<file path="config.mk">
export PLATFORM = sky130hd
export DESIGN_NAME = writeback_unit
export DESIGN_NICKNAME = d
export VERILOG_FILES = /design/src/rtl/wb_pkg.sv /design/src/rtl/writeback_unit_src_mux.sv /design/src/rtl/writeback_unit.sv
export SDC_FILE = /design/constraint.sdc
export NUM_CORES = 1
export LEC_CHECK = 0
export CORE_ASPECT_RATIO = 2
export CORE_UTILIZATION = 45
export DETAILED_ROUTE_END_ITERATION = 10
export MAX_ROUTING_LAYER = met4
export PLACE_DENSITY = 0.95
export RECOVER_POWER = 50
export SYNTH_ARGS = -nofsm -noshare
export SYNTH_HDL_FRONTEND = slang
export SYNTH_SLANG_ARGS = --single-unit
</file>
<file path="constraint.sdc">
create_clock -name clk_i -period 4.2 [get_ports clk_i]
set_input_delay 0.84 -clock clk_i [delete_from_list [all_inputs] [get_ports clk_i]]
set_output_delay 0.84 -clock clk_i [all_outputs]
set_load 0.02 [all_outputs]
</file>
<file path="src/rtl/wb_pkg.sv">
// Shared types and constants for the register-file writeback stage.
//   wb_state_t : writeback FSM state
//   SRC_*      : result source indices seen by wb_src_mux
package wb_pkg;

  typedef enum logic {
    WB_IDLE,
    WB_WAIT_MEM
  } wb_state_t;

  localparam int unsigned SRC_ALU = 0;
  localparam int unsigned SRC_MEM = 1;
  localparam int unsigned SRC_IMM = 2;

endpackage

</file>
<file path="src/rtl/writeback_unit_src_mux.sv">
// Combinational N_SRC x DATA_W result select.
//   sel_i  : source index
//   data_i : packed source values, entry i at data_i[i]
//   data_o : selected value, zero when sel_i is out of range
module wb_src_mux #(
  parameter int unsigned DATA_W = 8,
  parameter int unsigned N_SRC  = 3,
  parameter int unsigned SEL_W  = (N_SRC > 1) ? $clog2(N_SRC) : 1
) (
  input  logic [SEL_W-1:0]             sel_i,
  input  logic [N_SRC-1:0][DATA_W-1:0] data_i,
  output logic [DATA_W-1:0]            data_o
);

  always_comb begin
    data_o = '0;
    for (int i = 0; i < int'(N_SRC); i++) begin
      if (sel_i == SEL_W'(i)) begin
        data_o = data_i[i];
      end
    end
  end

endmodule

</file>
<file path="src/rtl/writeback_unit.sv">
// Register-file writeback stage: selects a result source and registers the
// write. Memory-sourced writes wait for the load response (or time out).
//   clk_i, rst_ni          : clock, async active-low reset
//   in_valid_i/in_ready_o  : instruction handshake
//   in_reg_write_i         : instruction writes a register
//   in_src_sel_i, in_rd_i  : result source and destination register
//   src_data_i             : non-memory source values
//   mem_rsp_valid_i/mem_rdata_i : load response
//   rf_we_o/rf_waddr_o/rf_wdata_o : registered register-file write
//   mem_timeout_o          : one-cycle pulse, pending load abandoned
//   spurious_rsp_o         : sticky, response seen with no load pending
module writeback_unit
  import wb_pkg::*;
#(
  parameter int unsigned DATA_W   = 8,
  parameter int unsigned RA_W     = 4,
  parameter int unsigned N_SRC    = 3,
  parameter int unsigned MEM_SRC  = SRC_MEM,
  parameter int unsigned TIMEOUT  = 15,
  parameter int unsigned ZERO_REG = 1,
  parameter int unsigned SEL_W    = (N_SRC > 1) ? $clog2(N_SRC) : 1
) (
  input  logic                         clk_i,
  input  logic                         rst_ni,
  input  logic                         in_valid_i,
  output logic                         in_ready_o,
  input  logic                         in_reg_write_i,
  input  logic [SEL_W-1:0]             in_src_sel_i,
  input  logic [RA_W-1:0]              in_rd_i,
  input  logic [N_SRC-1:0][DATA_W-1:0] src_data_i,
  input  logic                         mem_rsp_valid_i,
  input  logic [DATA_W-1:0]            mem_rdata_i,
  output logic                         rf_we_o,
  output logic [RA_W-1:0]              rf_waddr_o,
  output logic [DATA_W-1:0]            rf_wdata_o,
  output logic                         mem_timeout_o,
  output logic                         spurious_rsp_o
);

  localparam int unsigned CntW = $clog2(TIMEOUT + 1);

  wb_state_t         state_q;
  logic [CntW-1:0]   cnt_q;
  logic [RA_W-1:0]   rd_q;
  logic              rf_we_q;
  logic [RA_W-1:0]   rf_waddr_q;
  logic [DATA_W-1:0] rf_wdata_q;
  logic              timeout_q;
  logic              spurious_q;

  logic [DATA_W-1:0] mux_data;
  logic              accept, sel_ok, wr_ok, is_mem, load_take;
  logic              wr_req, wr_en;
  logic [RA_W-1:0]   wr_rd;
  logic [DATA_W-1:0] wr_val;
  logic [CntW-1:0]   cnt_inc;

  wb_src_mux #(
    .DATA_W (DATA_W),
    .N_SRC  (N_SRC),
    .SEL_W  (SEL_W)
  ) u_src_mux (
    .sel_i  (in_src_sel_i),
    .data_i (src_data_i),
    .data_o (mux_data)
  );

  assign in_ready_o = (state_q == WB_IDLE);
  assign accept     = in_valid_i && in_ready_o;
  // An out-of-range source behaves like an instruction with no register write.
  assign sel_ok     = 32'(in_src_sel_i) < N_SRC;
  assign wr_ok      = in_reg_write_i && sel_ok;
  assign is_mem     = (in_src_sel_i == SEL_W'(MEM_SRC));
  // Only an accepted, register-writing load consumes a response seen in idle.
  assign load_take  = accept && wr_ok && is_mem;
  assign cnt_inc    = cnt_q + CntW'(1);

  always_comb begin
    wr_req = 1'b0;
    wr_rd  = in_rd_i;
    wr_val = mux_data;
    unique case (state_q)
      WB_IDLE: begin
        if (accept && wr_ok) begin
          if (!is_mem) begin
            wr_req = 1'b1;
          end else if (mem_rsp_valid_i) begin
            wr_req = 1'b1;
            wr_val = mem_rdata_i;
          end
        end
      end
      WB_WAIT_MEM: begin
        if (mem_rsp_valid_i) begin
          wr_req = 1'b1;
          wr_rd  = rd_q;
          wr_val = mem_rdata_i;
        end
      end
      default: ;
    endcase
  end

  assign wr_en = wr_req && !((ZERO_REG != 0) && (wr_rd == '0));

  always_ff @(posedge clk_i or negedge rst_ni) begin
    if (!rst_ni) begin
      state_q    <= WB_IDLE;
      cnt_q      <= '0;
      rd_q       <= '0;
      rf_we_q    <= 1'b0;
      rf_waddr_q <= '0;
      rf_wdata_q <= '0;
      timeout_q  <= 1'b0;
      spurious_q <= 1'b0;
    end else begin
      rf_we_q   <= wr_en;
      timeout_q <= 1'b0;
      // Address/data hold between writes so they remain a stable forward source.
      if (wr_en) begin
        rf_waddr_q <= wr_rd;
        rf_wdata_q <= wr_val;
      end
      if ((state_q == WB_IDLE) && mem_rsp_valid_i && !load_take) begin
        spurious_q <= 1'b1;
      end
      unique case (state_q)
        WB_IDLE: begin
          if (load_take && !mem_rsp_valid_i) begin
            rd_q    <= in_rd_i;
            cnt_q   <= '0;
            state_q <= WB_WAIT_MEM;
          end
        end
        WB_WAIT_MEM: begin
          cnt_q <= cnt_inc;
          // A response on the final wait cycle takes priority over the timeout.
          if (mem_rsp_valid_i) begin
            state_q <= WB_IDLE;
          end else if (cnt_inc == CntW'(TIMEOUT)) begin
            timeout_q <= 1'b1;
            state_q   <= WB_IDLE;
          end
        end
        default: state_q <= WB_IDLE;
      endcase
    end
  end

  assign rf_we_o        = rf_we_q;
  assign rf_waddr_o     = rf_waddr_q;
  assign rf_wdata_o     = rf_wdata_q;
  assign mem_timeout_o  = timeout_q;
  assign spurious_rsp_o = spurious_q;

endmodule

</file>
==> results.yml, run 1 <==
status:
  status: "complete, no violations"
routing:
  wl_met1_um: 1210
  wl_met3_um: 174
  vias: 1091
  routed.top_layer: "met4"
  drc: 0
  post_drt_wl_per_cell_um: 16.4
  wirelength_um: 3260
  drt_iter0_drc: 14
  antenna_left: 0
  dr.pass1.iters: 3
  dr_wl_met2_um: 1810
  vias_per_cell: 5.48
global_route:
  gr-total-overflow: 0
  grt_max_degree: 25
  grtUsageTotal_pct: 21.3
  antenna_found_initial: 0
  grt_pass1_vias: 1127
  grt_pass1_wl_um: 4730
run:
  drv_cap: 0
worst_setup_path:
  slowest_delay_ns: 0.84
  critPathTopFamily: "compound AO/OA/AOI/OAI gates"
  cp_cell_sequence: "clkdlybuf4s50_1 -> o21ai_0 -> a21oi_2 -> mux2_2"
  cp-end-kind: "flop"
  path_buf_inv: 1
  reg2regPathDepth: 3
  critPathRequiredTime_ns: 4.34
  worstSetupPathType: "in -> reg"
  r2r-end: "rd_q[1]$_DFFE_PN0P_"
  start_kind: "input pin"
  crit_start: "in_src_sel_i[0]"
  critical_path_arrival_ns: 2.96
  rrSetupSlack_ns: 2.27
  reg2reg_from: "state_q$_DFF_PN0_"
  crit_slowest_cell: "clkdlybuf4s50_1"
  crit_fanout: 13
die:
  die_w_um: 41.0
  core_mm2: 0.00294
  io_pins: 59
  initial_core_util_pct: 46.6
  fp.dieH_um: 80.1
  dieArea_mm2: 0.00329
  row_count: 28
timing:
  fmaxAchievable_ghz: 0.355
  layout_min_cycle_time_ns: 2.82
  setup_violations: 0
  hold_viol: 0
  period_share_pct: 67.2
  tightest_slew_ns: 1.05
  skew_ns: 0.00772
  rsz0062_at_grt: "no"
  slew_headroom_pct: 30.1
  tns_ns: 0
  maxSlewViolCount: 0
placed_design:
  dpl_cell_area_mm2: 0.00194
  gp_congestion: 0.879
  hpwlAfterDp_um: 2640
  port_buffers: 58
cts:
  root_buffer: "clkbuf_8"
  cts_tree: "yes"
  cts_buffers: 3
  clock_sinks: 24
  cts_resized: 0
  cts_setup_buffers: 0
  post_cts_hold_buffer_count: 0
  clkLatencyLatePin_ns: 0.26
  clk_pin_slew_ns: 0.08
  cts_max_level: 1
  clock_path_buffers: 2
power_and_ir_drop:
  pwr_density_cell_mw_per_mm2: 379
  ir_worst_vdd_mv: 0.394
  p_leak_uw: 0.000871
logic_synthesis:
  syn_nets: 158
  yosys.area_share.simple_pct: 8.39
  synth_compound_area_share_pct: 10.4
  synth_area_mm2: 0.00137
  yosysTopAreaCellShare_pct: 43.8
  synthAdderAreaFrac_pct: 1.82
  synth_cells: 113
  synthMuxAreaShare_pct: 29.9
  synth_top_cell_by_area: "dfrtp_1"
  syn_area_per_cell_um2: 12.1
  synth_xor_area_share_pct: 1.28
  yosys_warnings: 0
  ys_seq_area_share_pct: 43.8
  ys_ff_latch: 24
  netlist-cell-type-count: 28
  synthTopCellsByArea: "dfrtp_1 (44%), mux2_2 (19%), mux2i_1 (5.8%), o2bb2ai_1 (5.1%), mux2_4 (4.4%)"
  synth_top_family_by_area: "multiplexers"
layout:
  fin_util_pct: 67.9
  syn2layout_area_growth_pct: 45.8
  drive_gt1_share_pct: 20.1
  fin_area_mm2: 0.00200
  finalNetCount: 215
  num_antenna_cells: 0
worst_hold_path:
  hold_path_depth: 1
  hold_path.startpoint: "spurious_rsp_o$_DFFE_PN0P_"
  whs_endpoint: "spurious_rsp_o$_DFFE_PN0P_"
  hp-class: "reg -> reg"
-- cell usage after synthesis (all sizes together) --
cell type / n
nand3b: 1
xnor2: 2
nor2: 3
nand3: 3
and2b: 1
mux2i: 8
a22o: 1
o2bb2ai: 8
and4b: 1
a311oi: 1
inv: 4
a21o: 1
or4b: 1
dfrtp: 24
o21ai: 7
nor2b: 2
ha: 2
a21oi: 1
mux2: 28
and4: 1
buf: 6
nor4: 2
nand2: 5
-- cell type report --
class | count | area, µm²
Timing Repair Buffer | 58 | 581
Sequential cell | 24 | 601
Inverter | 4 | 15.0
Fill cell | 232 | 943
Tap cell | 30 | 37.5
Multi-Input combinational cell | 79 | 711
Clock buffer | 4 | 55.1
-- power by group --
group	leakage, µW	switching [µW]	internal [µW]	total [µW]
Combinational	0.000545	116	158	275
Sequential	0.000297	44.3	287	331
Clock	0.0000288	67.7	83.5	151
-- kinds of logic (layout without fill, tap and decap cells) --
family | Yosys count | in the layout
adders and majority gates | 2 | 2
muxes | 36 | 36
buffers and inverters | 10 | 66
xor gates and xnor gates | 2 | 2
and+or+nand+nor | 20 | 20
AOI/OAI and AO/OA | 19 | 19
DFF | 24 | 24
-- state kept, by name (all words and copies together) (netlist names) --
register,flops
cnt_q,4
mem_timeout_o,1
rd_q,4
rf_waddr_o,4
rf_wdata_o,8
rf_we_o,1
spurious_rsp_o,1
state_q,1
-- metrics by stage --
stage | power, µW | setup WS, ns | hold slack, ns | cells
2_1_floorplan | 479 | 2.11 | 0.500 | 113
3_3_place_gp | 601 | 1.19 | 0.439 | 195
3_5_place_dp | 619 | 1.10 | 0.462 | 195
4_1_cts | 772 | 1.36 | 0.483 | 199
5_1_grt | 804 | 1.25 | 0.503 | 199
6_report | 757 | 1.38 | 0.485 | 199
-- worst reg2reg max path, stage by stage, from the launching register on --
cell	delay, ns
dfrtp_1	0.51
nand3b_1	0.25
or4b_1	0.70
mux2_4	0.37
-- layout by cell type, fill, tap and decap left out --
master	netlist	layout
nand2_1	5	5
mux2_2	23	23
xnor2_1	2	2
mux2_4	4	4
nor2_1	3	3
inv_1	4	4
clkdlybuf4s50_1	0	49
and4b_2	1	1
a21o_1	1	1
nor4_1	2	2
clkbuf_8	0	4
or4b_1	1	1
o2bb2ai_1	8	8
o21ai_0	6	6
nand3b_1	1	1
ha_1	2	2
o21ai_2	1	1
nor2b_1	2	2
nand3_1	3	3
and4_1	1	1
a21oi_2	1	1
dlygate4sd3_1	0	9
a22o_1	1	1
and2b_1	1	1
mux2_1	1	1
a311oi_1	1	1
mux2i_1	8	8
dfrtp_1	24	24
-- per-layer routing --
layer / track usage, % / up-vias
met3: 3.04 / 8
met5: - / -
met2: 36.7 / 37
met1: 22.8 / 519
li1: - / 527
met4: 8.00 / 0
-- worst max path at each step --
stage	to	slack, ns	cells past startpoint
6_report	rf_wdata_o[5]$_DFFE_PN0P_	1.38	4
4_1_cts	rf_wdata_o[5]$_DFFE_PN0P_	1.36	4
3_5_place_dp	rf_wdata_o[2]$_DFFE_PN0P_	1.10	4
5_1_grt	rf_wdata_o[5]$_DFFE_PN0P_	1.25	4
3_3_place_gp	rf_wdata_o[2]$_DFFE_PN0P_	1.19	5
2_1_floorplan	rf_wdata_o[4]$_DFFE_PN0P_	2.11	4
Power figures use the tool's default switching activity.
==> run 2: changes to the inputs <==
--- a/config.mk
+++ b/config.mk
@@ -6,10 +6,10 @@
 export NUM_CORES = 1
 export LEC_CHECK = 0
 export CORE_ASPECT_RATIO = 2
-export CORE_UTILIZATION = 45
+export CORE_UTILIZATION = 42
 export DETAILED_ROUTE_END_ITERATION = 10
 export MAX_ROUTING_LAYER = met4
-export PLACE_DENSITY = 0.95
+export PLACE_DENSITY = 0.92
 export RECOVER_POWER = 50
 export SYNTH_ARGS = -nofsm -noshare
 export SYNTH_HDL_FRONTEND = slang
==> constraint.sdc (replaced) <==
create_clock -name clk_i -period 2.62 [get_ports clk_i]
set_input_delay 0.524 -clock clk_i [delete_from_list [all_inputs] [get_ports clk_i]]
set_output_delay 0.524 -clock clk_i [all_outputs]
set_load 0.02 [all_outputs]
==> run 2 against run 1 <==
- clock power increased by 120%
- clock skew down 0.0042 ns
- non-clock buffer count up 4
- core utilization is 3.2 points lower
- global-route usage is 0.30 points lower
- critical endpoint is now rf_wdata_o[7]$_DFFE_PN0P_
- power increased by 73%
- sequential share of layout area fell by 0.64 points
- flip-flop and latch count is the same
==> results.yml, run 2 (synthesis results as in run 1) <==
placed_design:
  gp_congestion: 0.808
  hpwlAfterDp_um: 2750
  dpl_cell_area_mm2: 0.00198
  place_inst: 200
  port_buffers: 58
layout:
  syn2layout_area_growth_pct: 49.0
  drive_gt1_share_pct: 21.4
  largest_reg_flops: 8
  layout_common_cells: "clkdlybuf4s50_1 (51), dfrtp_1 (24), mux2_2 (23), mux2i_1 (8), o2bb2ai_1 (8)"
  num_antenna_cells: 0
  final_cells: 204
  finalNetCount: 219
  fin_area_mm2: 0.00204
  final_common_cell: "clkdlybuf4s50_1"
  fillers: 240
cts:
  clkLatencyLatePin_ns: 0.27
  cts_setup_buffers: 0
  clock_sinks: 24
  clock_path_buffers: 2
  cts_tree: "yes"
  post_cts_hold_buffer_count: 0
  cts_max_level: 1
  clk_pin_slew_ns: 0.08
  cts_resized: 0
  root_buffer: "clkbuf_8"
  cts_buffers: 3
routing:
  drc: 0
  vias_per_cell: 5.57
  vias: 1136
  dr.pass1.iters: 6
  antenna_left: 0
  drt_iter0_drc: 25
  post_drt_wl_per_cell_um: 17.0
  wirelength_um: 3470
die:
  initial_core_util_pct: 43.4
  row_count: 29
  die_w_um: 42.4
  fp.dieH_um: 82.8
  io_pins: 59
  core_mm2: 0.00316
  dieArea_mm2: 0.00351
power_and_ir_drop:
  ir_worst_vdd_mv: 0.655
  p_leak_uw: 0.000891
  pwr_density_cell_mw_per_mm2: 642
  finalPower_uw: 1310
worst_hold_path:
  hp-class: "reg -> reg"
  hold_path_depth: 1
timing:
  period_share_pct: 85.0
  tightest_slew_ns: 1.30
  layout_min_cycle_time_ns: 2.23
  maxSlewViolCount: 0
  setup_violations: 0
  fmaxAchievable_ghz: 0.449
  tns_ns: 0
  skew_ns: 0.00356
  hold_viol: 0
  rsz0062_at_grt: "no"
  slew_headroom_pct: 13.5
  fin_hold_ws_ns: 0.477
worst_setup_path:
  start_kind: "input pin"
  crit_fanout: 8
  critical_path_arrival_ns: 2.39
  critPathRequiredTime_ns: 2.78
  reg2regPathDepth: 3
  cp-end-kind: "flop"
  worstSetupPathType: "in -> reg"
global_route:
  grt_pass1_wl_um: 5530
  grt_pass1_vias: 1270
  grtUsageTotal_pct: 21.0
  gr-total-overflow: 0
  antenna_found_initial: 0
  grt_max_degree: 25
run:
  drv_cap: 0
status:
  status: "complete, no violations"
run 2: worst paths after layout:
kind	startpoint	end	slack (ns)
min	spurious_rsp_o$_DFFE_PN0P_	spurious_rsp_o$_DFFE_PN0P_	0.48
min in group asynchronous	rst_ni	rf_wdata_o[7]$_DFFE_PN0P_	1.05
min reg2reg	spurious_rsp_o$_DFFE_PN0P_	spurious_rsp_o$_DFFE_PN0P_	0.48
max in group asynchronous	rst_ni	state_q$_DFF_PN0_	0.80
max	in_src_sel_i[0]	rf_wdata_o[7]$_DFFE_PN0P_	0.39
max reg2reg	state_q$_DFF_PN0_	rd_q[3]$_DFFE_PN0P_	0.71
run 2: where the power goes:
group          internal [µW]  switching [µW]
logic                    260             189
registers                460            77.7
clock network            204             120
run 2: critical path: stages:
cell and delay, ns:
dlygate4sd3_1 0.59, and4b_2 0.25, o21ai_2 0.37, mux2_2 0.39
mux2_2 0.26
run 2: area by class of cell:
cell class                 count  area (µm²)  area share, %
tap                           31        38.8           1.90
clock buffer                   3        41.3           2.02
clock inverter                 1        30.0           1.47
sequential                    24         601           29.4
timing repair buffer          62         607           29.7
multi-input combinational     79         711           34.8
inverter                       4        15.0          0.735
run 2: per-layer routing:
layer	track usage, %	routed length [µm]
met3	3.26	171
met4	10.8	90
met5	-	0
met1	22.1	1200
met2	36.5	2010
run 2: through the flow:
step / setup WS (ns) / utilization [%]
final: 0.394 / 64.7
after global routing: 0.333 / 64.7
after CTS: 0.501 / 64.8
after detailed placement: 0.220 / 62.6
after global placement: 0.294 / 62.6
after floorplan: 0.846 / -
